$ cat config.mk
export PLATFORM = sky130hd
export DESIGN_NAME = pa_perips_intc_flat
export DESIGN_NICKNAME = d
export VERILOG_FILES = /design/src/rtl/pa_perips_intc_pkg.sv /design/src/rtl/pa_perips_intc_if.sv /design/src/rtl/pa_perips_intc_arb.sv /design/src/rtl/pa_perips_intc.sv /design/src/flat_wrapper.sv
export SDC_FILE = /design/constraint.sdc
export NUM_CORES = 1
export LEC_CHECK = 0
export BUFFER_PORTS_ARGS = -buffer_cell sky130_fd_sc_hd__buf_2
export CAP_MARGIN = 20
export CORE_ASPECT_RATIO = 0.6
export CORE_MARGIN = 3
export CORE_UTILIZATION = 44
export DETAILED_ROUTE_END_ITERATION = 12
export PLACE_DENSITY = 0.74
export SYNTH_ARGS = -nofsm -noshare
export SYNTH_HDL_FRONTEND = slang
export SYNTH_SLANG_ARGS = --single-unit
$ cat constraint.sdc
create_clock -name clk_i -period 1.9 [get_ports clk_i]
set_input_delay 0.095 -clock clk_i [delete_from_list [all_inputs] [get_ports clk_i]]
set_output_delay 0.095 -clock clk_i [all_outputs]
set_load 0.005 [all_outputs]
$ cat src/rtl/pa_perips_intc_pkg.sv
// Shared constants for the interrupt controller: bus widths, register map, ID/priority widths.
// PRIO/THRESH offsets are only decoded when INTC_PRIORITY_EN is defined.
package pa_perips_intc_pkg;

  localparam int          DATA_BUS_WIDTH = 32;
  localparam logic [31:0] ZERO_WORD      = 32'h0;
  localparam int          INTC_SRC_MAX   = 8;
  localparam int          INTC_ID_W      = 4;
  localparam int          INTC_PRIO_W    = 3;

  localparam logic [7:0] INTC_REG_CR     = 8'h00;
  localparam logic [7:0] INTC_REG_IE     = 8'h04;
  localparam logic [7:0] INTC_REG_IP     = 8'h08;
  localparam logic [7:0] INTC_REG_CLAIM  = 8'h0C;
  localparam logic [7:0] INTC_REG_IS     = 8'h10;
  localparam logic [7:0] INTC_REG_THRESH = 8'h14;
  localparam logic [7:0] INTC_REG_PRIO0  = 8'h20;

  function automatic logic [7:0] intc_prio_addr(input int idx);
    return INTC_REG_PRIO0 + 8'(idx * 4);
  endfunction

endpackage

$ cat src/rtl/pa_perips_intc_if.sv
// Register bus between a core-side master and the interrupt controller.
interface pa_perips_intc_if;
  import pa_perips_intc_pkg::*;

  logic [7:0]                addr_i;
  logic                      data_rd_i;
  logic                      data_we_i;
  logic [DATA_BUS_WIDTH-1:0] data_i;
  logic [DATA_BUS_WIDTH-1:0] data_o;

  modport master (output addr_i, data_rd_i, data_we_i, data_i, input data_o);
  modport slave  (input addr_i, data_rd_i, data_we_i, data_i, output data_o);
endinterface

$ cat src/rtl/pa_perips_intc_arb.sv
// Combinational arbiter: highest priority wins, lowest index breaks ties; ID 0 means no winner.
module pa_perips_intc_arb
  import pa_perips_intc_pkg::*;
#(
  parameter int SRC_NUM = INTC_SRC_MAX
) (
  input  logic [SRC_NUM-1:0]             elig_i,
  input  logic [SRC_NUM*INTC_PRIO_W-1:0] prio_i,
  output logic [INTC_ID_W-1:0]           win_id_o
);

  logic [INTC_PRIO_W-1:0] best_prio;

  // Strict '>' keeps the earlier (lower index) source on equal priority.
  always_comb begin
    win_id_o  = '0;
    best_prio = '0;
    for (int i = 0; i < SRC_NUM; i++) begin
      if (elig_i[i] && ((win_id_o == '0) ||
          (prio_i[i*INTC_PRIO_W +: INTC_PRIO_W] > best_prio))) begin
        win_id_o  = INTC_ID_W'(i + 1);
        best_prio = prio_i[i*INTC_PRIO_W +: INTC_PRIO_W];
      end
    end
  end

endmodule

$ cat src/rtl/pa_perips_intc.sv
// Level-input interrupt controller with edge-latched pending, claim/complete and in-service tracking.
// Define INTC_PRIORITY_EN to add per-source PRIO registers and a THRESH register.
module pa_perips_intc
  import pa_perips_intc_pkg::*;
#(
  parameter int SRC_NUM = INTC_SRC_MAX
) (
  input  logic               clk_i,
  input  logic               rst_n_i,
  pa_perips_intc_if.slave    bus,
  input  logic [SRC_NUM-1:0] src_irq_i,
  output logic               irq_o
);

  logic                           cr_q, cr_d;
  logic [SRC_NUM-1:0]             ie_q, ie_d, ip_q, ip_d, is_q, is_d;
  logic [SRC_NUM-1:0]             s1_q, s2_q, s3_q;
  logic                           irq_q, irq_d;
  logic [DATA_BUS_WIDTH-1:0]      data_q, data_d, rdata;
  logic [SRC_NUM-1:0]             rise, elig, prio_ok, claim_mask, cmpl_mask;
  logic [SRC_NUM*INTC_PRIO_W-1:0] prio_vec;
  logic [INTC_ID_W-1:0]           win_id;
  logic                           claim_rd, claim_wr;

  assign rise = s2_q & ~s3_q;
  assign elig = ip_q & ie_q & ~is_q & prio_ok;

`ifdef INTC_PRIORITY_EN
  logic [INTC_PRIO_W-1:0] prio_q [SRC_NUM];
  logic [INTC_PRIO_W-1:0] prio_d [SRC_NUM];
  logic [INTC_PRIO_W-1:0] thresh_q, thresh_d;

  always_comb begin
    prio_d   = prio_q;
    thresh_d = thresh_q;
    if (bus.data_we_i && (bus.addr_i == INTC_REG_THRESH)) thresh_d = bus.data_i[INTC_PRIO_W-1:0];
    for (int i = 0; i < SRC_NUM; i++) begin
      if (bus.data_we_i && (bus.addr_i == intc_prio_addr(i))) prio_d[i] = bus.data_i[INTC_PRIO_W-1:0];
      prio_ok[i]                            = prio_q[i] > thresh_q;
      prio_vec[i*INTC_PRIO_W +: INTC_PRIO_W] = prio_q[i];
    end
  end

  always_ff @(posedge clk_i or negedge rst_n_i) begin
    if (!rst_n_i) begin
      prio_q   <= '{default: '0};
      thresh_q <= '0;
    end else begin
      prio_q   <= prio_d;
      thresh_q <= thresh_d;
    end
  end
`else
  assign prio_ok  = '1;
  assign prio_vec = '0;
`endif

  pa_perips_intc_arb #(.SRC_NUM(SRC_NUM)) u_arb (
    .elig_i   (elig),
    .prio_i   (prio_vec),
    .win_id_o (win_id)
  );

  // A claim and a fresh edge on the same source: set wins, so IP stays high.
  always_comb begin
    claim_rd = bus.data_rd_i && (bus.addr_i == INTC_REG_CLAIM) && cr_q;
    claim_wr = bus.data_we_i && (bus.addr_i == INTC_REG_CLAIM);
    for (int i = 0; i < SRC_NUM; i++) begin
      claim_mask[i] = claim_rd && (win_id == INTC_ID_W'(i + 1));
      cmpl_mask[i]  = claim_wr && (bus.data_i == DATA_BUS_WIDTH'(i + 1));
    end

    cr_d = cr_q;
    ie_d = ie_q;
    if (bus.data_we_i && (bus.addr_i == INTC_REG_CR)) cr_d = bus.data_i[0];
    if (bus.data_we_i && (bus.addr_i == INTC_REG_IE)) ie_d = bus.data_i[SRC_NUM-1:0];
    ip_d  = (ip_q & ~claim_mask) | rise;
    is_d  = (is_q & ~cmpl_mask) | claim_mask;
    irq_d = cr_q && (|elig);

    rdata = ZERO_WORD;
    case (bus.addr_i)
      INTC_REG_CR:     rdata = DATA_BUS_WIDTH'(cr_q);
      INTC_REG_IE:     rdata = DATA_BUS_WIDTH'(ie_q);
      INTC_REG_IP:     rdata = DATA_BUS_WIDTH'(ip_q);
      INTC_REG_CLAIM:  rdata = cr_q ? DATA_BUS_WIDTH'(win_id) : ZERO_WORD;
      INTC_REG_IS:     rdata = DATA_BUS_WIDTH'(is_q);
`ifdef INTC_PRIORITY_EN
      INTC_REG_THRESH: rdata = DATA_BUS_WIDTH'(thresh_q);
      default: begin
        for (int i = 0; i < SRC_NUM; i++)
          if (bus.addr_i == intc_prio_addr(i)) rdata = DATA_BUS_WIDTH'(prio_q[i]);
      end
`else
      default:         rdata = ZERO_WORD;
`endif
    endcase
    data_d = bus.data_rd_i ? rdata : data_q;
  end

  always_ff @(posedge clk_i or negedge rst_n_i) begin
    if (!rst_n_i) begin
      cr_q   <= 1'b0;
      ie_q   <= '0;
      ip_q   <= '0;
      is_q   <= '0;
      s1_q   <= '0;
      s2_q   <= '0;
      s3_q   <= '0;
      irq_q  <= 1'b0;
      data_q <= '0;
    end else begin
      cr_q   <= cr_d;
      ie_q   <= ie_d;
      ip_q   <= ip_d;
      is_q   <= is_d;
      s1_q   <= src_irq_i;
      s2_q   <= s1_q;
      s3_q   <= s2_q;
      irq_q  <= irq_d;
      data_q <= data_d;
    end
  end

  assign bus.data_o = data_q;
  assign irq_o      = irq_q;

endmodule
$ cat src/flat_wrapper.sv
// flat-port wrapper written by rule: the top's interface ports become plain ports
module pa_perips_intc_flat import pa_perips_intc_pkg::*;
#(
  parameter int SRC_NUM = INTC_SRC_MAX
)
  (clk_i, rst_n_i, src_irq_i, irq_o, bus_addr_i, bus_data_rd_i, bus_data_we_i, bus_data_i, bus_data_o);
  pa_perips_intc_if bus_i ();
  input  logic clk_i;
  input  logic rst_n_i;
  input  logic [SRC_NUM-1:0] src_irq_i;
  output logic irq_o;
  input wire logic [$bits(bus_i.addr_i)-1:0] bus_addr_i;
  input wire logic [$bits(bus_i.data_rd_i)-1:0] bus_data_rd_i;
  input wire logic [$bits(bus_i.data_we_i)-1:0] bus_data_we_i;
  input wire logic [$bits(bus_i.data_i)-1:0] bus_data_i;
  output wire logic [$bits(bus_i.data_o)-1:0] bus_data_o;
  assign bus_i.addr_i = bus_addr_i;
  assign bus_i.data_rd_i = bus_data_rd_i;
  assign bus_i.data_we_i = bus_data_we_i;
  assign bus_i.data_i = bus_data_i;
  assign bus_data_o = bus_i.data_o;
  pa_perips_intc #(.SRC_NUM(SRC_NUM)) u_core (.clk_i(clk_i), .rst_n_i(rst_n_i), .bus(bus_i), .src_irq_i(src_irq_i), .irq_o(irq_o));
endmodule
# Word level (Yosys, flattened, before mapping)
# Cells that the tools add are included.
# totals
ff_bits	82
in_bits	52
out_inout_bits	33
# op_classes
n_eq_ne	20
mux	10
bitwise_logic	11
n_reduce_logical	38
# ops
op	n
32-bit one-hot mux with 5 select lines	1
32-bit by 3-bit == test with 1-bit output (second input constant)	4
32-bit by 2-bit == test with 1-bit output (second input constant)	2
8-bit AND	5
32-bit by 1-bit == test with 1-bit output (second input constant)	1
32-bit by 4-bit == test with 1-bit output (second input constant)	1
8-bit inverter	4
1-bit logical AND	29
4-bit zero test	7
4-bit 2-to-1 mux	7
4-bit by 3-bit == test with 1-bit output (second input constant)	4
8-bit by 4-bit == test with 1-bit output (second input constant)	2
8-bit bitwise OR	2
4-bit by 2-bit == test with 1-bit output (second input constant)	2
8-bit by 3-bit == test with 1-bit output (second input constant)	1
8-bit by 5-bit == test with 1-bit output (second input constant)	1
8-bit zero test	1
8-bit OR reduction	1
4-bit by 1-bit == test with 1-bit output (second input constant)	1
4-bit == test (second input constant)	1
2-bit 2-to-1 mux	1
1-bit 2-to-1 mux	1

# Longest topological paths before layout
# Gate-level depths: netlist of run 1.
# depth
depth_word	29
ltp_mapped	6
ltp_nobuf	5

# Hierarchy
# A second synthesis of run 1 with hierarchy kept.
# unflattened
cells_unflattened	399
area_unflattened_um2	3861.2
# by_module_without_submodules
module	n_inst	cells_per_inst	area_per_inst_um2	seq_area_each_um2
pa_perips_intc	1	242	2676.3	1451.4
pa_perips_intc_arb	1	157	1184.9	0.0

# Worst setup path before layout of run 1
# No wires, ideal clock.
# synth_timing
path_kind	register -> register
start	register u_core.is_q[5]
end	register u_core.ip_q[7]
setup_ns	0.121
t_arrival_ns	1.549
path_slack_ns	0.230
path_stages_with_launch	6
path_buffers	0
cell_sequence	dfrtp_1 > and3b_2 > o21ai_2 > a311o_1 > or3_1 > o22a_1
# synth_between
elab_chain_len	15
# synth_rtl
item	line_no	rtl
from (decl)	pa_perips_intc.sv:16	logic [SRC_NUM-1:0] ie_q, ie_d, ip_q, ip_d, is_q, is_d;
from (signal assigned)	pa_perips_intc.sv:116	is_q <= is_d;
8-bit inverter (*)	pa_perips_intc.sv:26	assign elig = ip_q & ie_q & ~is_q & prio_ok;
8-bit AND (*)	pa_perips_intc.sv:26	
1-bit logical AND (*)	pa_perips_intc_arb.sv:19	if (elig_i[i] && ((win_id_o == '0) ||
4-bit 2-to-1 mux (*)	pa_perips_intc_arb.sv:19	
4-bit zero test	pa_perips_intc_arb.sv:19	
1-bit logical AND	pa_perips_intc_arb.sv:19	
4-bit 2-to-1 mux (*)	pa_perips_intc_arb.sv:19	
4-bit zero test	pa_perips_intc_arb.sv:19	
1-bit logical AND	pa_perips_intc_arb.sv:19	
4-bit 2-to-1 mux (*)	pa_perips_intc_arb.sv:19	
4-bit == test (*)	pa_perips_intc.sv:69	claim_mask[i] = claim_rd && (win_id == INTC_ID_W'(i + 1));
1-bit logical AND (*)	pa_perips_intc.sv:69	
8-bit inverter (*)	pa_perips_intc.sv:77	ip_d = (ip_q & ~claim_mask) | rise;
8-bit AND (*)	pa_perips_intc.sv:77	
8-bit bitwise OR (*)	pa_perips_intc.sv:77	
named net u_core.ip_d[7]	pa_perips_intc.sv:16	
to (signal assigned)	pa_perips_intc.sv:115	ip_q <= ip_d;
to (decl)	pa_perips_intc.sv:16	
# Mark *: on every way through the listed nets, which the timed path passes. The rest lies on a longest branch.
# A chain may end at the register's enable or synchronous reset.

# Final worst setup path of run 1
# Ends and elaborated chain as after synthesis.

==> impl_summary.txt, run 1 <==
----------------------------------------------------
[Clock network]
  Num CTS Buffers ... 9
  Worst-case clock buffer depth ... 2
  Clock tree from TritonCTS ... done
  TritonCTS sink count ... 58
  Clk_lat worst skew ... 340 ps
  Clock input transition at the sequential cells of the worst setup and hold paths ... 70 ps
  H-tree lvl count ... 3
  Clock Tree Root ... sky130_fd_sc_hd__clkbuf_8

[Yosys]
  Cell type with the highest aggregate area in the netlist ... sky130_fd_sc_hd__dfrtp_1
  Gate count of the mapped netlist ... 234
  Number of synthesized register bits ... 58
  Cell with the most instances after synthesis ... sky130_fd_sc_hd__dfrtp_1
  Share of flip-flops with an asynchronous set or reset after synthesis ... 100.0%
  Primary FF master, synth ... sky130_fd_sc_hd__dfrtp_1
  Synth cell count leaders ... sky130_fd_sc_hd__dfrtp_1, sky130_fd_sc_hd__buf_4, sky130_fd_sc_hd__nand2_1
  EDFF count, synth ... 0
  Number of warnings issued by yosys ... 0
  Post-synthesis cell type count ... 58
  Seq/Total Area, Yosys ... 52.56%
  Post-synthesis area per instance ... 11.80 sq um
  Yosys top cell area share ... 52.56%
  Top cells by area in the synthesized netlist ... sky130_fd_sc_hd__dfrtp_1, sky130_fd_sc_hd__buf_4, sky130_fd_sc_hd__mux2_1, sky130_fd_sc_hd__o2bb2ai_1, sky130_fd_sc_hd__nand3b_1
  Netlist area before placement ... 2761 sq um

[Cells and area]
  Number of inserted filler cells in the final layout ... 494
  Antenna cells ... 0
  Number of nets in the layout ... 378
  Sequential cell area ... 1451 sq um
  Layout Cells excl Fill ... 411
  Share of post-route cells with drive strength above 1 ... 31.42%
  Total area of multi-input combinational cells ... 1175 sq um
  Area delta synth->final ... 27.59%

[Floorplanning]
  Width of the die ... 108.3 um
  Number of cell rows ... 21
  Ports placed on the boundary ... 85
  Die height ... 67.37 um
  Core footprint ... 5807 sq um
  Die Footprint ... 7294 sq um
  Initial cell density of the core ... 47.55%

[Global routing]
  Maximum number of pins on one net before global-route repair ... 38
  Global-route wire length before repair ... 11160 um
  Overflow left after global routing ... 0
  Vias in the first global route ... 2151
  Initial antenna violation count ... 0
  Global routing usage summed across all routing layers ... 21.24%

[Setup path]
  Type of origin of the critical path ... flop
  Arrival time of the worst setup path ... 2080 ps
  Critical Path RT ... 2140 ps
  Critical path class ... flop to flop
  Max Fanout on Critical Path ... 5
  Nature of the critical path endpoint ... flop

[Power]
  Largest vdd supply drop ... 0.4634 mV
  P_leak ... 0.001693 uW
  Power per unit of standard cell area ... 832.8 nW/um^2
  Total Power Consumption ... 2934 uW

[Timing]
  Setup Viol. Count Final ... 0
  Post-route fraction of the period consumed by the critical path ... 96.77%
  Unrepaired setup endpoints after global routing ... no
  Hold violation count in the final report ... 0
  Crit path time final ... 1839 ps
  Transition at the pin with the smallest max-transition slack ... 533.3 ps
  Setup skew after layout ... 6.474 ps
  Achievable frequency ... 543.9 MHz
  Final slew viol count ... 0
  Total negative setup slack ... 0 ps
  Tightest slew margin relative to the limit ... 64.45%

[Route]
  Antenna Violating Nets Remaining ... 0
  Total Wirelength ... 7183 um
  Uppermost layer routed ... met4
  Routed wirelength normalized by instance count ... 17.48 um
  First drt pass iteration count ... 5
  Wl on met1 ... 3316 um
  DRC marker count from the first detailed-route iteration ... 220
  Metal2 WL ... 3063 um
  Count of vias placed by the detailed router ... 2246
  Via count normalized by instance count ... 5.465
  Detailed route wirelength on metal3 ... 700 um
  DRC violations left ... 0

[Placed design]
  Number of port buffers ... 60
  Placed wire-length estimate after detailed placement ... 5416 um
  Cell total after placement ... 381
  Routability congestion estimate ... 0.9854

[Hold path]
  Worst min path class ... input pin to flop

[Status]
  Run status ... completed

[Job]
  Number of violations of the max-capacitance limit ... 0

----------------------------------------------------
final cells by class:
class / count / share of cell area [%]
Tap cell: 80 / 2.841
Clock inverter: 6 / 3.232
Sequential cell: 58 / 41.19
Inverter: 8 / 0.8523
Clock buffer: 10 / 3.622
Multi-Input combinational cell: 165 / 33.35
Timing Repair Buffer: 84 / 14.91
report_power, final:
part	total, uW	internal [uW]	switching [uW]
combinational	266	115	151
sequential	1290	1270	19.3
clock	1380	875	503
critical path, stage by stage, from the launching register on:
cell and delay [ps]:
sky130_fd_sc_hd__dfrtp_1 390, sky130_fd_sc_hd__and3b_2 280, sky130_fd_sc_hd__o21ai_2 80, sky130_fd_sc_hd__a311o_2 450, sky130_fd_sc_hd__or3_1 380, sky130_fd_sc_hd__o22a_1 150
per-layer routing:
layer / track usage [%] / vias up
met5: 0 / -
met4: 7.244 / 0
li1: - / 1019
met1: 32.10 / 1091
met3: 6.017 / 11
met2: 28.95 / 125
metrics by stage:
stage | util (%) | setup slack, ps | hold slack (ps) | area (sq um)
3_3_place_gp | 54.13 | 124.6 | 93.20 | 3143
2_1_floorplan | - | 229.6 | -200.6 | 2848
4_1_cts | 60.53 | 78.84 | 22.46 | 3515
3_5_place_dp | 54.13 | 88.61 | 108.4 | 3143
5_1_grt | 60.68 | 5.001 | 30.75 | 3523
6_report | 60.68 | 61.46 | 46.40 | 3523
state kept, by name, summed over array words and instances (netlist names):
register           cells
u_core.s1_q            8
u_core.bus.data_o      8
u_core.s3_q            8
u_core.ip_q            8
u_core.s2_q            8
u_core.irq_o           1
u_core.ie_q            8
u_core.cr_q            1
u_core.is_q            8
path summary, 6_finish.rpt:
kind                       depth (start not counted)        endpoint           start  slack, ps
min reg2reg                                        0  u_core.s2_q[7]  u_core.s1_q[7]        350
min in group asynchronous                          2    u_core.irq_o         rst_n_i        270
max                                                5  u_core.ip_q[7]  u_core.is_q[5]         60
max reg2reg                                        5  u_core.ip_q[7]  u_core.is_q[5]         60
min                                                2  u_core.ie_q[3]   bus_data_i[3]         50
max in group asynchronous                          3  u_core.ip_q[6]         rst_n_i       1060
layout by cell type, fill, tap and decap left out, types with 9 or more instances in the layout:
cell and instances:
sky130_fd_sc_hd__conb_1 24, sky130_fd_sc_hd__nor2_1 9, sky130_fd_sc_hd__nand2_1 15, sky130_fd_sc_hd__buf_2 60, sky130_fd_sc_hd__buf_4 10, sky130_fd_sc_hd__nand3b_1 9
sky130_fd_sc_hd__clkbuf_8 9, sky130_fd_sc_hd__dfrtp_1 58, sky130_fd_sc_hd__dlygate4sd3_1 13
kinds of logic (layout without fill, tap and decap cells):
group | after synthesis | count (layout) | synth area share, %
simple gates | 80 | 80 | 20.21
flops | 58 | 58 | 52.56
compound gates | 51 | 51 | 14.95
buf+inv | 34 | 108 | 8.065
mux | 10 | 10 | 4.078
other cells | 1 | 24 | 0.1358
what timing repair did:
action                                  4_1_cts  5_1_grt
resized for setup                             0        1
endpoints found under the setup margin        0        1
setup buffers                                 0        1
hold buffers                                 13        0
hold endpoints to repair                     33        0
No activity file was read; power rests on OpenSTA's default activity.
==> run 2, diff against run 1 <==
--- a/config.mk
+++ b/config.mk
@@ -5,13 +5,14 @@
 export SDC_FILE = /design/constraint.sdc
 export NUM_CORES = 1
 export LEC_CHECK = 0
-export BUFFER_PORTS_ARGS = -buffer_cell sky130_fd_sc_hd__buf_2
 export CAP_MARGIN = 20
 export CORE_ASPECT_RATIO = 0.6
 export CORE_MARGIN = 3
 export CORE_UTILIZATION = 44
 export DETAILED_ROUTE_END_ITERATION = 12
-export PLACE_DENSITY = 0.74
+export DONT_BUFFER_PORTS = 1
+export PLACE_DENSITY = 0.63
+export RECOVER_POWER = 100
 export SYNTH_ARGS = -nofsm -noshare
 export SYNTH_HDL_FRONTEND = slang
 export SYNTH_SLANG_ARGS = --single-unit
==> impl_summary.txt, run 2 (synthesis gave the netlist of run 1 again) <==
----------------------------------------------------
[Global routing]
  Overflow left after global routing ... 0
  Vias in the first global route ... 1930
  Global routing usage summed across all routing layers ... 20.17%
  Initial antenna violation count ... 0
  Maximum number of pins on one net before global-route repair ... 59
  Global-route wire length before repair ... 10520 um

[Placed design]
  Cell total after placement ... 318
  Placed wire-length estimate after detailed placement ... 5036 um
  Worst Setup Slack post-DPL ... 129.7 ps
  Routability congestion estimate ... 0.9266
  Number of port buffers ... 0

[Route]
  DRC marker count from the first detailed-route iteration ... 198
  Uppermost layer routed ... met4
  Metal2 WL ... 2808 um
  Total Wirelength ... 6903 um
  DRC violations left ... 0
  Routed wirelength normalized by instance count ... 19.56 um
  First drt pass iteration count ... 5
  Via count normalized by instance count ... 5.686
  Detailed route wirelength on metal3 ... 912 um
  Count of vias placed by the detailed router ... 2007
  Antenna Violating Nets Remaining ... 0
  Wl on met1 ... 3121 um

[Hold path]
  Count of cells along the worst hold path ... 2
  Worst min path class ... input pin to flop

[Timing]
  Total negative setup slack ... 0 ps
  Hold violation count in the final report ... 0
  Crit path time final ... 1807 ps
  Tightest slew margin relative to the limit ... 5.328%
  Final slew viol count ... 0
  Unrepaired setup endpoints after global routing ... no
  Setup skew after layout ... 5.134 ps
  Post-route fraction of the period consumed by the critical path ... 95.11%
  Achievable frequency ... 553.4 MHz
  Setup ws final ... 92.97 ps
  Transition at the pin with the smallest max-transition slack ... 1420 ps
  Setup Viol. Count Final ... 0

[Setup path]
  Max Fanout on Critical Path ... 5
  Nature of the critical path endpoint ... flop
  Worst Path Buf+Inv ... 0
  Slowest stage cell on the critical path ... sky130_fd_sc_hd__a311o_1
  Critical Path RT ... 2120 ps
  Type of origin of the critical path ... flop
  Critical path cell sequence ... and3b_1 -> nor2_1 -> a311o_1 -> or3_1 -> o22a_1
  Worst stage delay on the critical path ... 410 ps
  Critical path class ... flop to flop
  Logic depth of the worst setup path including buffers ... 5
  Top delay family on crit path ... simple AND/OR/NAND/NOR gates
  Arrival time of the worst setup path ... 2030 ps
  Depth of the worst register-to-register path ... 5

[Cells and area]
  Layout Cells excl Fill ... 353
  Area delta synth->final ... 13.55%
  Leading cell type in the layout, fill and taps excluded ... sky130_fd_sc_hd__dfrtp_1
  Number of nets in the layout ... 320
  Antenna cells ... 0
  Share of post-route cells with drive strength above 1 ... 13.19%
  Most frequent cells in the layout ... sky130_fd_sc_hd__dfrtp_1, sky130_fd_sc_hd__conb_1, sky130_fd_sc_hd__dlygate4sd3_1

[Floorplanning]
  Width of the die ... 108.3 um
  Number of cell rows ... 21
  Core footprint ... 5807 sq um
  Ports placed on the boundary ... 85
  Initial cell density of the core ... 47.55%
  Die Footprint ... 7294 sq um
  Die height ... 67.37 um

[Job]
  Number of violations of the max-capacitance limit ... 0

[Status]
  Run status ... completed

[Clock network]
  Clock input transition at the sequential cells of the worst setup and hold paths ... 60 ps
  Clock Tree Root ... sky130_fd_sc_hd__clkbuf_8
  Num CTS Buffers ... 9
  TritonCTS sink count ... 58
  Worst-case clock buffer depth ... 2
  Clock tree from TritonCTS ... done
  H-tree lvl count ... 3
  Clk_lat worst skew ... 330 ps

[Power]
  Power per unit of standard cell area ... 770.0 nW/um^2
  Total Power Consumption ... 2414 uW
  P_leak ... 0.001396 uW
  Largest vdd supply drop ... 0.4461 mV

----------------------------------------------------
[run 2: layout make-up]
cell class,count,area [sq um]
sequential,58,1451
inverter,8,30.03
multi-input combinational,165,1154
clock buffer,11,131.4
fill,510,2671
tap,80,100.1
timing repair buffer,26,237.7
clock inverter,5,31.28
[run 2: worst paths after layout]
path,slack (ps),endpoint,start
worst max-delay path,90,u_core.ip_q[7],u_core.is_q[1]
min in group asynchronous,620,u_core.s1_q[2],rst_n_i
max in group asynchronous,400,u_core.s2_q[1],rst_n_i
worst min register to register,350,u_core.s2_q[4],u_core.s1_q[4]
worst min-delay path,30,u_core.cr_q,bus_addr_i[4]
worst max register to register,90,u_core.ip_q[7],u_core.is_q[1]
[run 2: layer usage]
layer	vias up	GRT usage [%]
met1	964	28.09
met4	0	5.669
met5	-	0
met2	125	27.32
li1	911	-
met3	7	10.41
[run 2: stage by stage]
stage	util, %	cell area, sq um	hold slack, ps
3_3_place_gp	48.35	2808	-199.3
5_1_grt	54.00	3136	24.41
3_5_place_dp	48.35	2808	-199.1
6_report	54.00	3136	30.05
2_1_floorplan	-	2848	-200.6
4_1_cts	54.73	3178	14.84
[run 2: timing repair]
item,4_1_cts,5_1_grt
hold buffers,19,0
hold endpoints to repair,77,0
resized for setup,0,0
setup buffers,0,0
[run 2: where the power goes]
part           leakage (uW)  internal [uW]  switching [uW]
logic              0.000601           75.7             114
clock network     0.0000831            468             468
registers          0.000711           1270            19.0
total               0.00140           1810             600
